[config.mk]
export PLATFORM = sky130hd
export DESIGN_NAME = demux_1_2_32_bit_pipe
export DESIGN_NICKNAME = d
export VERILOG_FILES = /design/src/rtl/demux_1_2_32_bit_pipe.sv
export SDC_FILE = /design/constraint.sdc
export NUM_CORES = 1
export LEC_CHECK = 0
export CAP_MARGIN = 30
export CORE_MARGIN = 2
export CORE_UTILIZATION = 40
export DETAILED_ROUTE_END_ITERATION = 8
export PLACE_DENSITY_LB_ADDON = 0.3
export SYNTH_ARGS = -nofsm -noshare
export SYNTH_HDL_FRONTEND = slang
export SYNTH_SLANG_ARGS = --single-unit
[constraint.sdc]
create_clock -name clock -period 1.5 [get_ports clock]
set_clock_uncertainty 0.1 [all_clocks]
set_input_delay 0.3 -clock clock [delete_from_list [all_inputs] [get_ports clock]]
set_output_delay 0.3 -clock clock [all_outputs]
set_load 0.05 [all_outputs]
[src/rtl/demux_1_2_32_bit_pipe.sv]
// Registered 1-to-2 steering stage: one input word per cycle is parked in the
// holding slot of the selected destination; each slot drains through its own valid/ready port.
module demux_1_2_32_bit_pipe #(
  parameter int DATA_WIDTH = 32
) (
  input  logic                  clock,
  input  logic                  reset,
  input  logic                  flush,
  input  logic [DATA_WIDTH-1:0] in_data,
  input  logic                  in_select,
  input  logic                  in_valid,
  output logic                  in_ready,
  output logic [DATA_WIDTH-1:0] out0_data,
  output logic                  out0_valid,
  input  logic                  out0_ready,
  output logic [DATA_WIDTH-1:0] out1_data,
  output logic                  out1_valid,
  input  logic                  out1_ready
);

  // Handshake: a word moves across a port in any cycle where valid && ready
  // are both high at the rising edge; valid never depends on ready.

  logic                  full0_q, full0_d;
  logic                  full1_q, full1_d;
  logic [DATA_WIDTH-1:0] data0_q, data0_d;
  logic [DATA_WIDTH-1:0] data1_q, data1_d;
  logic                  drain0, drain1;
  logic                  load0, load1;
  logic                  accept;

  // Only the selected slot gates in_ready, so a stalled sink never blocks the other.
  always_comb begin
    drain0   = full0_q && out0_ready;
    drain1   = full1_q && out1_ready;
    in_ready = !reset && !flush &&
               (in_select ? (!full1_q || out1_ready) : (!full0_q || out0_ready));
    accept   = in_valid && in_ready;
    load0    = accept && !in_select;
    load1    = accept && in_select;
  end

  always_comb begin
    full0_d = full0_q;
    data0_d = data0_q;
    if (flush) begin
      full0_d = 1'b0;
    end else if (load0) begin
      full0_d = 1'b1;
      data0_d = in_data;
    end else if (drain0) begin
      full0_d = 1'b0;
    end
  end

  always_comb begin
    full1_d = full1_q;
    data1_d = data1_q;
    if (flush) begin
      full1_d = 1'b0;
    end else if (load1) begin
      full1_d = 1'b1;
      data1_d = in_data;
    end else if (drain1) begin
      full1_d = 1'b0;
    end
  end

  always_ff @(posedge clock) begin
    if (reset) begin
      full0_q <= 1'b0;
      full1_q <= 1'b0;
      data0_q <= '0;
      data1_q <= '0;
    end else begin
      full0_q <= full0_d;
      full1_q <= full1_d;
      data0_q <= data0_d;
      data1_q <= data1_d;
    end
  end

  // Valid is masked while reset is held so sinks see nothing before the first edge.
  always_comb begin
    out0_valid = full0_q && !reset;
    out1_valid = full1_q && !reset;
    out0_data  = data0_q;
    out1_data  = data1_q;
  end

endmodule

Word-level counts from Yosys, hierarchy flattened
Index checks and enable logic that the tools add are counted.
Word-level totals
  flip-flop bits (word level): 66
  input port bits: 39
  output and inout port bits: 67
Operators by class
  muxes and demuxes: 5
  bitwise logic cells: 1
  reduce and logical (&&, ||, !) cells: 21
Operator list (number)
  $logic_and A1 B1 Y1: 9
  $logic_not A1 Y1: 5
  $mux W1: 5
  $reduce_and A2 Y1: 2
  $reduce_bool A2 Y1: 2
  $logic_or A1 B1 Y1: 2
  $reduce_or A2 Y1: 1
  $not A1 Y1: 1

Depth between registers and ports, before layout
Gate-level depths: netlist of run 1.
  depth after elaboration: 7
  mapped depth: 5
  gate-level depth less buffers: 3

Worst setup path after synthesis of run 1
Ideal clock, no wire load.
  path kind: input -> output
  start point: input in_select
  end point: output in_ready
  arrival: 3.068 ns
  data required time: 1.100 ns
  path slack: -1.968 ns
  cell stages on the path: 3
  cell sequence: clkbuf_1 nor2_1 a2111oi_0
Between the ends
  longest elaborated chain between the ends: 2
RTL lines
  from (decl): RTL line 10  | input logic in_select,
  $mux W1: RTL line 37  | (in_select ? (!full1_q || out1_ready) : (!full0_q || out0_ready));
  $logic_and A1 B1 Y1: RTL line 36  | in_ready = !reset && !flush &&
  to (decl): RTL line 12  | output logic in_ready,
Every way passes these cells.

Worst setup path after layout of run 1
  start point: register full1_q
  end point: output in_ready
Between the ends
  longest elaborated chain between the ends: 4
RTL lines
  from (decl): RTL line 25  | logic full1_q, full1_d;
  from (signal assigned): RTL line 77  | full1_q <= full1_d;
  $logic_not A1 Y1: RTL line 37
  $logic_or A1 B1 Y1: RTL line 37
  $mux W1: RTL line 37
  $logic_and A1 B1 Y1: RTL line 36
Every way passes these cells.

==> insert_results.sql, run 1 <==
INSERT INTO impl_metrics (metric_group, metric, value, unit) VALUES
('outcome', 'status', 'finished with violations', ''),
('outcome', 'failed_checks', 'setup timing', ''),
('floorplan', 'die_area', '7660', 'um2'),
('detailed_routing', 'num_vias', '3125', ''),
('floorplan', 'site_rows', '30', ''),
('synth', 'synth.top_cell.area_share', '47.4', '%'),
('sta', 'slew_viol_final', '0', ''),
('final_layout', 'seq_area', '1320', 'um2'),
('global_route', 'grt_max_degree', '43', ''),
('power', 'power_switching', '1.17', 'mW'),
('clock_network', 'cts_root_buffer', 'sky130_fd_sc_hd__clkbuf_8', ''),
('sta', 'final.setup.worst_slack', '-280', 'ps'),
('final_layout', 'layout.nets', '463', ''),
('critical_path', 'worst-r2r-setup-slack', '60', 'ps'),
('synth', 'syn_inst', '314', ''),
('detailed_routing', 'routedWlPerCell', '20.7', 'um'),
('critical_path', 'critical_path.startpoint_type', 'register', ''),
('sta', 'setup_violations', '1', ''),
('detailed_routing', 'remaining_drc_errors', '0', ''),
('detailed_routing', 'routedLengthMet1', '4000', 'um'),
('power', 'power.share.combinational', '20.1', '%'),
('synth', 'synthesis.nets', '353', ''),
('critical_path', 'worst_r2r_startpoint', 'full1_q', ''),
('synth', 'synth_cell_type_count', '22', ''),
('power', 'vdd_ir_drop_max', '634', 'uV'),
('sta', 'timing.final.hold_violations', '0', ''),
('critical_path', 'critPathBufInv', '1', ''),
('clock_network', 'cts.clk_slew.worst_paths', '60', 'ps'),
('power', 'power-per-cell-area', '784', 'nW/um2'),
('critical_path', 'critPathTopFamily', 'compound AO/OA/AOI/OAI gates', ''),
('detailed_routing', 'route.final.wire_length', '10500', 'um'),
('detailed_routing', 'highest-signal-layer', 'met4', ''),
('sta', 'clock.fmax', '0.562', 'GHz'),
('detailed_routing', 'detailedRoute.firstIterationViolations', '222', ''),
('detailed_routing', 'met3RoutedLength', '821', 'um'),
('power', 'power.share.switching', '28.1', '%'),
('critical_path', 'worstPathArrival', '1380', 'ps'),
('sta', 'holdWs', '349', 'ps'),
('detailed_routing', 'detail_route.vias_per_cell', '6.15', ''),
('placed_design', 'placed_area', '4650', 'um2'),
('final_layout', 'n_fill_cell', '419', ''),
('final_layout', 'drive_above_1_share', '36.9', '%'),
('sta', 'final.setup.tns', '-280', 'ps'),
('final_layout', 'post-route-util', '78.5', '%'),
('final_layout', 'finish.instance_area', '5310', 'um2'),
('power', 'leakage', '1.95', 'nW'),
('power', 'share_seq_of_total_power', '44.8', '%'),
('sta', 'worst_slew_pin_slew', '455', 'ps'),
('clock_network', 'cts_max_path_buffers', '2', ''),
('synth', 'ys_top_cells_by_area', 'sky130_fd_sc_hd__dfxtp_1, sky130_fd_sc_hd__o31ai_1, sky130_fd_sc_hd__o311ai_1', ''),
('synth', 'synthesis.yosys.warnings', '0', ''),
('critical_path', 'worstPathRequired', '1100', 'ps'),
('worst_hold_path', 'hold_class', 'in2reg', ''),
('clock_network', 'tritoncts', 'yes', ''),
('detailed_routing', 'antenna_violating_nets_post_route', '0', ''),
('sta', 'relative_max_transition_margin', '69.6', '%'),
('critical_path', 'worst-r2r-cell-count', '4', ''),
('detailed_routing', 'dr_wl_met2', '5450', 'um'),
('synth', 'most_area_hungry_cell_type_in_the_yosys_netlist', 'sky130_fd_sc_hd__dfxtp_1', ''),
('sta', 'timing.final.crit_share', '119', '%'),
('clock_network', 'total_clock_buffers_created_by_cts', '9', ''),
('clock_network', 'h-tree-depth', '3', ''),
('critical_path', 'crit_end', 'in_ready', ''),
('global_route', 'globalRouteTotalUtil', '24.6', '%'),
('floorplan', 'dieHeight', '87.5', 'um'),
('floorplan', 'io-pin-count', '106', ''),
('global_route', 'grt_overflow_total', '0', ''),
('clock_network', 'clkLatencyLatePin', '340', 'ps'),
('synth', 'syn_area', '2790', 'um2'),
('final_layout', 'final_cell_mix', 'sky130_fd_sc_hd__buf_12, sky130_fd_sc_hd__dfxtp_1, sky130_fd_sc_hd__inv_1', ''),
('critical_path', 'path_max_fanout', '2', '');
==> layout make-up <==
cell class / instances / share of cell area, %
clock buffers: 12 / 2.74
well taps: 80 / 1.89
inverters: 34 / 2.41
repair buffers: 138 / 39.7
multi-input cells: 175 / 27.6
flip-flops and latches: 66 / 24.9
clock inverters: 3 / 0.755
==> worst min-delay path by stage <==
stage | from | endpoint | cells after the start
6_report | flush | full0_q | 3
5_1_grt | flush | full0_q | 3
4_1_cts | flush | full0_q | 3
3_5_place_dp | out0_data[19] | out0_data[19] | 2
3_3_place_gp | out1_data[31] | out1_data[31] | 2
2_1_floorplan | flush | full0_q | 1
==> synth_stat cells, drive strengths merged <==
master   instances
dfxtp           66
inv             34
a21oi           33
nand4           32
o21ai           32
o311ai          32
o31ai           32
clkbuf          31
buf              9
nor2b            4
nand2b           2
a2111oi          1
a211oi           1
nand3            1
nor2             1
nor3             1
nor3b            1
or3b             1
==> cell families after synthesis <==
logic type             Yosys count  share of synthesized area, %
AND/OR/NAND/NOR                 43                          9.78
buffers and inverters           74                          11.7
flip-flops                      66                          47.4
AO/OA/AOI/OAI                  131                          31.2
==> timing repair <==
item,in CTS,in global routing
gates resized for setup,27,35
hold endpoints to repair,0,0
hold buffers,0,0
gates cloned,2,7
endpoints found under the setup margin,65,32
pin swaps,2,2
buffers inserted,1,0
==> registers in the layout, indices dropped and copies added (netlist names) <==
register / flops
full0_q: 1
full1_q: 1
out0_data: 32
out1_data: 32
==> worst register-to-register path, stage by stage (launching register included) <==
cell	delay [ps]
sky130_fd_sc_hd__dfxtp_2	330
sky130_fd_sc_hd__nor2b_4	170
sky130_fd_sc_hd__buf_4	410
sky130_fd_sc_hd__o31ai_1	170
sky130_fd_sc_hd__a21oi_1	190
==> layer usage <==
metal  GRT usage [%]  vias to the layer above
met5               0                        -
met4            9.79                        0
met3            7.96                       23
met2            40.4                      155
met1            29.8                     1533
li1                -                     1414
==> power by group through the flow <==
stage	combinational, mW	clock, mW	sequential, mW
floorplan	0.183	0	2.03
CTS	0.762	1.46	1.86
detailed placement	0.735	0	1.90
global placement	0.725	0	1.89
finish	0.836	1.46	1.86
global route	0.871	1.55	1.87
==> stage by stage <==
stage	instances	worst slack [ps]	power (mW)
after floorplan	314	-209	2.22
after global placement	483	-642	2.62
after detailed placement	483	-740	2.63
after CTS	501	-284	4.08
after global routing	508	-316	4.28
final	508	-280	4.16
No activity file was read; power rests on OpenSTA's default activity.
==> run 2: changes to the inputs <==
--- a/config.mk
+++ b/config.mk
@@ -8,6 +8,7 @@
 export CAP_MARGIN = 30
 export CORE_MARGIN = 2
 export CORE_UTILIZATION = 40
+export CTS_BUF_LIST = sky130_fd_sc_hd__clkbuf_16
 export DETAILED_ROUTE_END_ITERATION = 8
 export PLACE_DENSITY_LB_ADDON = 0.3
 export SYNTH_ARGS = -nofsm -noshare
==> run 2 against run 1 <==
  * The run still ends with setup timing left
  * Global-route usage rose by 2.7 points
  * Final cell count fell by 0.79%
  * Combinational power fell by 3.6%
  * Routed wire length fell by 4.9%
  * Highest routed layer unchanged
==> insert_results.sql, run 2 (same netlist as run 1, synthesis figures left out) <==
INSERT INTO impl_metrics (metric_group, metric, value, unit) VALUES
('outcome', 'status', 'finished with violations', ''),
('outcome', 'failed_checks', 'setup timing', ''),
('sta', 'clock.fmax', '0.580', 'GHz'),
('clock_network', 'tritoncts', 'yes', ''),
('placed_design', 'gp_congestion', '0.799', ''),
('floorplan', 'io-pin-count', '106', ''),
('floorplan', 'initial_utilization', '41.3', '%'),
('detailed_routing', 'detail_route.vias_per_cell', '6.09', ''),
('detailed_routing', 'remaining_drc_errors', '0', ''),
('final_layout', 'n_fill_cell', '420', ''),
('placed_design', 'count_of_buffers_from_port_buffering', '105', ''),
('clock_network', 'cts_root_buffer', 'sky130_fd_sc_hd__clkbuf_16', ''),
('power', 'vdd_ir_drop_max', '759', 'uV'),
('sta', 'worst_slew_pin_slew', '450', 'ps'),
('sta', 'relative_max_transition_margin', '70.0', '%'),
('clock_network', 'cts.clk_slew.worst_paths', '50', 'ps'),
('detailed_routing', 'antenna_violating_nets_post_route', '0', ''),
('critical_path', 'worstPathRequired', '1100', 'ps'),
('sta', 'grt_setup_unrepaired', 'yes', ''),
('sta', 'timing.final.crit_share', '115', '%'),
('run', 'timing.max_cap.violations', '0', ''),
('floorplan', 'site_rows', '30', ''),
('power', 'report.power.total', '4.66', 'mW'),
('final_layout', 'synthToLayoutAreaGrowth', '88.7', '%'),
('critical_path', 'endpoint_kind', 'output pin', ''),
('worst_hold_path', 'hold_class', 'in2reg', ''),
('clock_network', 'cts_hold_buf', '0', ''),
('sta', 'timing.final.crit_period', '1730', 'ps'),
('clock_network', 'total_clock_buffers_created_by_cts', '9', ''),
('global_route', 'number_of_antenna_violations_at_the_first_check_in_global_routing', '0', ''),
('global_route', 'grt_max_degree', '42', ''),
('clock_network', 'cts_max_path_buffers', '2', ''),
('final_layout', 'drive_above_1_share', '34.0', '%'),
('placed_design', 'dp.final_hpwl', '6170', 'um'),
('critical_path', 'timing.setup.critical_path_class', 'reg2out', ''),
('floorplan', 'core_footprint', '6760', 'um2'),
('clock_network', 'clock_sink_count', '66', ''),
('final_layout', 'layout.nets', '459', ''),
('sta', 'final.setup.worst_slack', '-225', 'ps'),
('floorplan', 'dieHeight', '87.5', 'um'),
('sta', 'timing.final.hold_violations', '0', ''),
('critical_path', 'worstPathArrival', '1330', 'ps'),
('critical_path', 'path_max_fanout', '3', ''),
('clock_network', 'clkLatencyLatePin', '330', 'ps'),
('sta', 'slew_viol_final', '0', ''),
('sta', 'holdWs', '371', 'ps'),
('detailed_routing', 'num_vias', '3067', ''),
('global_route', 'grt_pass1_wl', '16100', 'um'),
('final_layout', 'n_antenna_cell', '0', ''),
('clock_network', 'h-tree-depth', '3', ''),
('detailed_routing', 'detailedRoute.firstIterationViolations', '256', ''),
('final_layout', 'final_cell_mix', 'sky130_fd_sc_hd__buf_12, sky130_fd_sc_hd__dfxtp_1, sky130_fd_sc_hd__inv_1', ''),
('sta', 'setup_violations', '1', ''),
('global_route', 'grt_overflow_total', '0', ''),
('global_route', 'globalRouteTotalUtil', '27.2', '%'),
('final_layout', 'final_common_cell', 'sky130_fd_sc_hd__buf_12', ''),
('floorplan', 'die_area', '7660', 'um2'),
('power', 'power-per-cell-area', '886', 'nW/um2'),
('detailed_routing', 'route.final.wire_length', '10000', 'um'),
('critical_path', 'critical_path.startpoint_type', 'register', ''),
('floorplan', 'die_width', '87.5', 'um'),
('detailed_routing', 'routedWlPerCell', '19.9', 'um'),
('detailed_routing', 'drt_first_pass_iters', '5', ''),
('global_route', 'vias_in_the_first_global_route', '3140', ''),
('critical_path', 'worst-r2r-setup-slack', '90', 'ps'),
('power', 'leakage', '1.96', 'nW');
-- run 2: repair_timing --
item,4_1_cts,5_1_grt
gates cloned,4,0
gates resized for setup,46,15
setup endpoints to repair,65,26
buffers inserted,4,1
pin swaps,2,4
-- run 2: per-layer routing --
metal / global-route usage (%) / up-vias / part of all wire, %
li1: - / 1402 / -
met3: 8.53 / 14 / 8.4
met2: 46.0 / 161 / 51
met1: 33.6 / 1490 / 39
met4: 7.55 / 0 / 1.5
met5: 0 / - / 0
-- run 2: cell type report --
type / instances / area [um2] / area share, %
Clock buffer: 9 / 225 / 4.28
Clock inverter: 6 / 51.3 / 0.974
Inverter: 34 / 128 / 2.42
Multi-Input combinational cell: 174 / 1390 / 26.5
Sequential cell: 66 / 1320 / 25.1
Tap cell: 80 / 100 / 1.90
Timing Repair Buffer: 135 / 2040 / 38.8
-- run 2: critical path: stages, from the launching register on --
cell                        delay (ps)
sky130_fd_sc_hd__dfxtp_2           330
sky130_fd_sc_hd__nand2b_4           90
sky130_fd_sc_hd__nor2_4             40
sky130_fd_sc_hd__a2111oi_4         330
sky130_fd_sc_hd__buf_6             210
-- run 2: path summary, 6_finish.rpt --
check / start / to / cells after the start
hold / removal: reset / out1_data[0] / 3
hold reg to reg: out0_data[21] / out0_data[21] / 2
setup / recovery: full0_q / in_ready / 4
setup reg to reg: full0_q / out0_data[7] / 4
-- run 2: per-stage QoR --
| step | cell area [um2] | instances | utilization [%] | TNS, ps | setup slack (ps) |
|---|---|---|---|---|---|
| floorplan | 2820 | 314 | - | -209 | -209 |
| global placement | 4650 | 483 | 68.8 | -33940 | -642 |
| detailed placement | 4650 | 483 | 68.8 | -37120 | -740 |
| CTS | 5240 | 506 | 77.5 | -265 | -231 |
| global route | 5270 | 504 | 77.9 | -296 | -272 |
| finish | 5270 | 504 | 77.9 | -225 | -225 |
-- run 2: power breakdown --
| group | total [mW] | switching, mW | internal [mW] |
|---|---|---|---|
| Sequential | 1.86 | 0.0601 | 1.80 |
| Clock | 1.99 | 0.741 | 1.25 |
| Combinational | 0.806 | 0.433 | 0.373 |
==> run 3: changes to the inputs <==
--- a/config.mk
+++ b/config.mk
@@ -11,6 +11,7 @@
 export CTS_BUF_LIST = sky130_fd_sc_hd__clkbuf_16
 export DETAILED_ROUTE_END_ITERATION = 8
 export PLACE_DENSITY_LB_ADDON = 0.3
+export SKIP_CTS_REPAIR_TIMING = 1
 export SYNTH_ARGS = -nofsm -noshare
 export SYNTH_HDL_FRONTEND = slang
 export SYNTH_SLANG_ARGS = --single-unit
==> run 3 against run 2 <==
  * The run still ends with setup timing left
  * Via count down 1.3%
  * Maximum frequency down 0.13%
  * Utilization down 3.0 points
  * Sequential power about the same
  * Worst setup slack worse by 2.2 ps
  * Sequential cell count unchanged
  * Non-clock buffer count down 2
  * Cell area down 3.8%
  * Clock-buffer cell count unchanged
  * Die area unchanged
==> insert_results.sql, run 3 (same netlist as run 1, synthesis figures left out) <==
INSERT INTO impl_metrics (metric_group, metric, value, unit) VALUES
('final_layout', 'drive_above_1_share', '29.6', '%'),
('detailed_routing', 'route.final.wire_length', '9570', 'um'),
('sta', 'timing.final.hold_violations', '0', ''),
('run', 'timing.max_cap.violations', '0', ''),
('sta', 'grt_setup_unrepaired', 'yes', ''),
('sta', 'timing.final.crit_share', '115', '%'),
('final_layout', 'final_cell_mix', 'sky130_fd_sc_hd__buf_12, sky130_fd_sc_hd__dfxtp_1, sky130_fd_sc_hd__inv_1', ''),
('critical_path', 'worstPathRequired', '1100', 'ps'),
('final_layout', 'area_taken_by_multi_input_logic_gates', '1220', 'um2'),
('sta', 'worst_slew_pin_slew', '651', 'ps'),
('global_route', 'vias_in_the_first_global_route', '2882', ''),
('critical_path', 'startpoint', 'full1_q', ''),
('power', 'report.power.total', '4.61', 'mW'),
('floorplan', 'core_footprint', '6760', 'um2'),
('final_layout', 'synthToLayoutAreaGrowth', '81.5', '%'),
('floorplan', 'site_rows', '30', ''),
('floorplan', 'initial_utilization', '41.3', '%'),
('outcome', 'failed_checks', 'setup timing', ''),
('critical_path', 'endpoint_kind', 'output pin', ''),
('final_layout', 'n_fill_cell', '462', ''),
('outcome', 'status', 'finished with violations', ''),
('worst_hold_path', 'hold_class', 'in2reg', ''),
('detailed_routing', 'routedWlPerCell', '19.0', 'um'),
('critical_path', 'worst-r2r-setup-slack', '-50', 'ps'),
('critical_path', 'slowest_stage', 'sky130_fd_sc_hd__a2111oi_4', ''),
('global_route', 'globalRouteTotalUtil', '23.8', '%'),
('detailed_routing', 'detailedRoute.firstIterationViolations', '261', ''),
('sta', 'clock.fmax', '0.579', 'GHz'),
('clock_network', 'clkLatencyLatePin', '320', 'ps'),
('clock_network', 'cts_max_path_buffers', '2', ''),
('floorplan', 'io-pin-count', '106', ''),
('placed_design', 'dp.final_hpwl', '6170', 'um'),
('floorplan', 'dieHeight', '87.5', 'um'),
('clock_network', 'cts_root_buffer', 'sky130_fd_sc_hd__clkbuf_16', ''),
('critical_path', 'worst-r2r-cell-count', '4', ''),
('final_layout', 'layout.nets', '457', ''),
('critical_path', 'cp_cell_sequence', 'nor2b_4, a2111oi_4, buf_6', ''),
('critical_path', 'path_max_fanout', '2', ''),
('critical_path', 'worst_r2r_startpoint', 'full0_q', ''),
('sta', 'final.setup.worst_slack', '-227', 'ps'),
('global_route', 'grt_max_degree', '43', ''),
('critical_path', 'worstPathArrival', '1330', 'ps'),
('power', 'leakage', '1.97', 'nW'),
('sta', 'holdWs', '228', 'ps'),
('final_layout', 'final_common_cell', 'sky130_fd_sc_hd__buf_12', ''),
('clock_network', 'total_clock_buffers_created_by_cts', '9', ''),
('sta', 'relative_max_transition_margin', '56.4', '%'),
('sta', 'timing.final.crit_period', '1730', 'ps'),
('placed_design', 'count_of_buffers_from_port_buffering', '105', ''),
('power', 'vdd_ir_drop_max', '770', 'uV'),
('critical_path', 'crit_end', 'in_ready', ''),
('detailed_routing', 'remaining_drc_errors', '0', ''),
('final_layout', 'seq_area', '1320', 'um2'),
('placed_design', 'gp_congestion', '0.799', ''),
('worst_hold_path', 'whs_path_depth', '3', ''),
('detailed_routing', 'antenna_violating_nets_post_route', '0', ''),
('sta', 'setup_violations', '13', ''),
('critical_path', 'timing.setup.critical_path_class', 'reg2out', ''),
('critical_path', 'crit-reg2reg-capture', 'out0_data[7]', ''),
('global_route', 'grt_overflow_total', '0', ''),
('clock_network', 'h-tree-depth', '3', ''),
('clock_network', 'tritoncts', 'yes', ''),
('power', 'power-per-cell-area', '911', 'nW/um2'),
('floorplan', 'die_width', '87.5', 'um'),
('clock_network', 'clock_sink_count', '66', ''),
('global_route', 'grt_pass1_wl', '14200', 'um'),
('detailed_routing', 'num_vias', '3027', ''),
('critical_path', 'slowest_delay', '350', 'ps'),
('detailed_routing', 'detail_route.vias_per_cell', '6.02', ''),
('global_route', 'number_of_antenna_violations_at_the_first_check_in_global_routing', '0', ''),
('clock_network', 'cts.clk_slew.worst_paths', '50', 'ps'),
('sta', 'slew_viol_final', '0', ''),
('critical_path', 'critical_path.startpoint_type', 'register', ''),
('detailed_routing', 'drt_first_pass_iters', '5', ''),
('floorplan', 'die_area', '7660', 'um2');
run 3: report_power, final:
group          total [mW]  internal (mW)  switching [mW]
registers            1.86           1.80          0.0565
logic               0.767          0.360           0.408
clock network        1.98           1.25           0.730
total                4.61           3.42            1.19
run 3: how the worst min path moves through the flow:
stage / startpoint / endpoint
final: flush / full0_q
after global routing: flush / full0_q
after CTS: reset / out1_data[3]
after detailed placement: out0_data[19] / out0_data[19]
after global placement: out1_data[31] / out1_data[31]
after floorplan: flush / full0_q
run 3: worst max-delay path: cells and delay by family (launching register included):
kind            cells  cell delay (ps)
compound gates      1              350
flops               1              320
buf+inv             1              210
simple gates        1              130
run 3: layout make-up:
class	count	area share [%]
clock buffers	9	4.45
multi-input cells	174	24.1
diodes	1	0.0494
repair buffers	133	39.7
well taps	80	1.98
flip-flops and latches	66	26.1
inverters	34	2.52
clock inverters	6	1.01
run 3: per-stage QoR:
| stage | TNS, ps | std cells | setup WS [ps] | cell area, um2 | utilization (%) |
|---|---|---|---|---|---|
| after floorplan | -209 | 314 | -209 | 2820 | - |
| after global placement | -33940 | 483 | -642 | 4650 | 68.8 |
| after detailed placement | -37120 | 483 | -740 | 4650 | 68.8 |
| after CTS | -15420 | 498 | -416 | 4920 | 72.9 |
| after global routing | -2770 | 502 | -271 | 5060 | 74.9 |
| final | -473 | 503 | -227 | 5060 | 74.9 |
run 3: metal layers:
metal | vias up | wire length, um | track usage [%]
met5 | - | 0 | 0
met4 | 0 | 178 | 6.99
met3 | 18 | 798 | 8.53
met2 | 164 | 4760 | 38.0
met1 | 1451 | 3820 | 30.4
li1 | 1394 | - | -
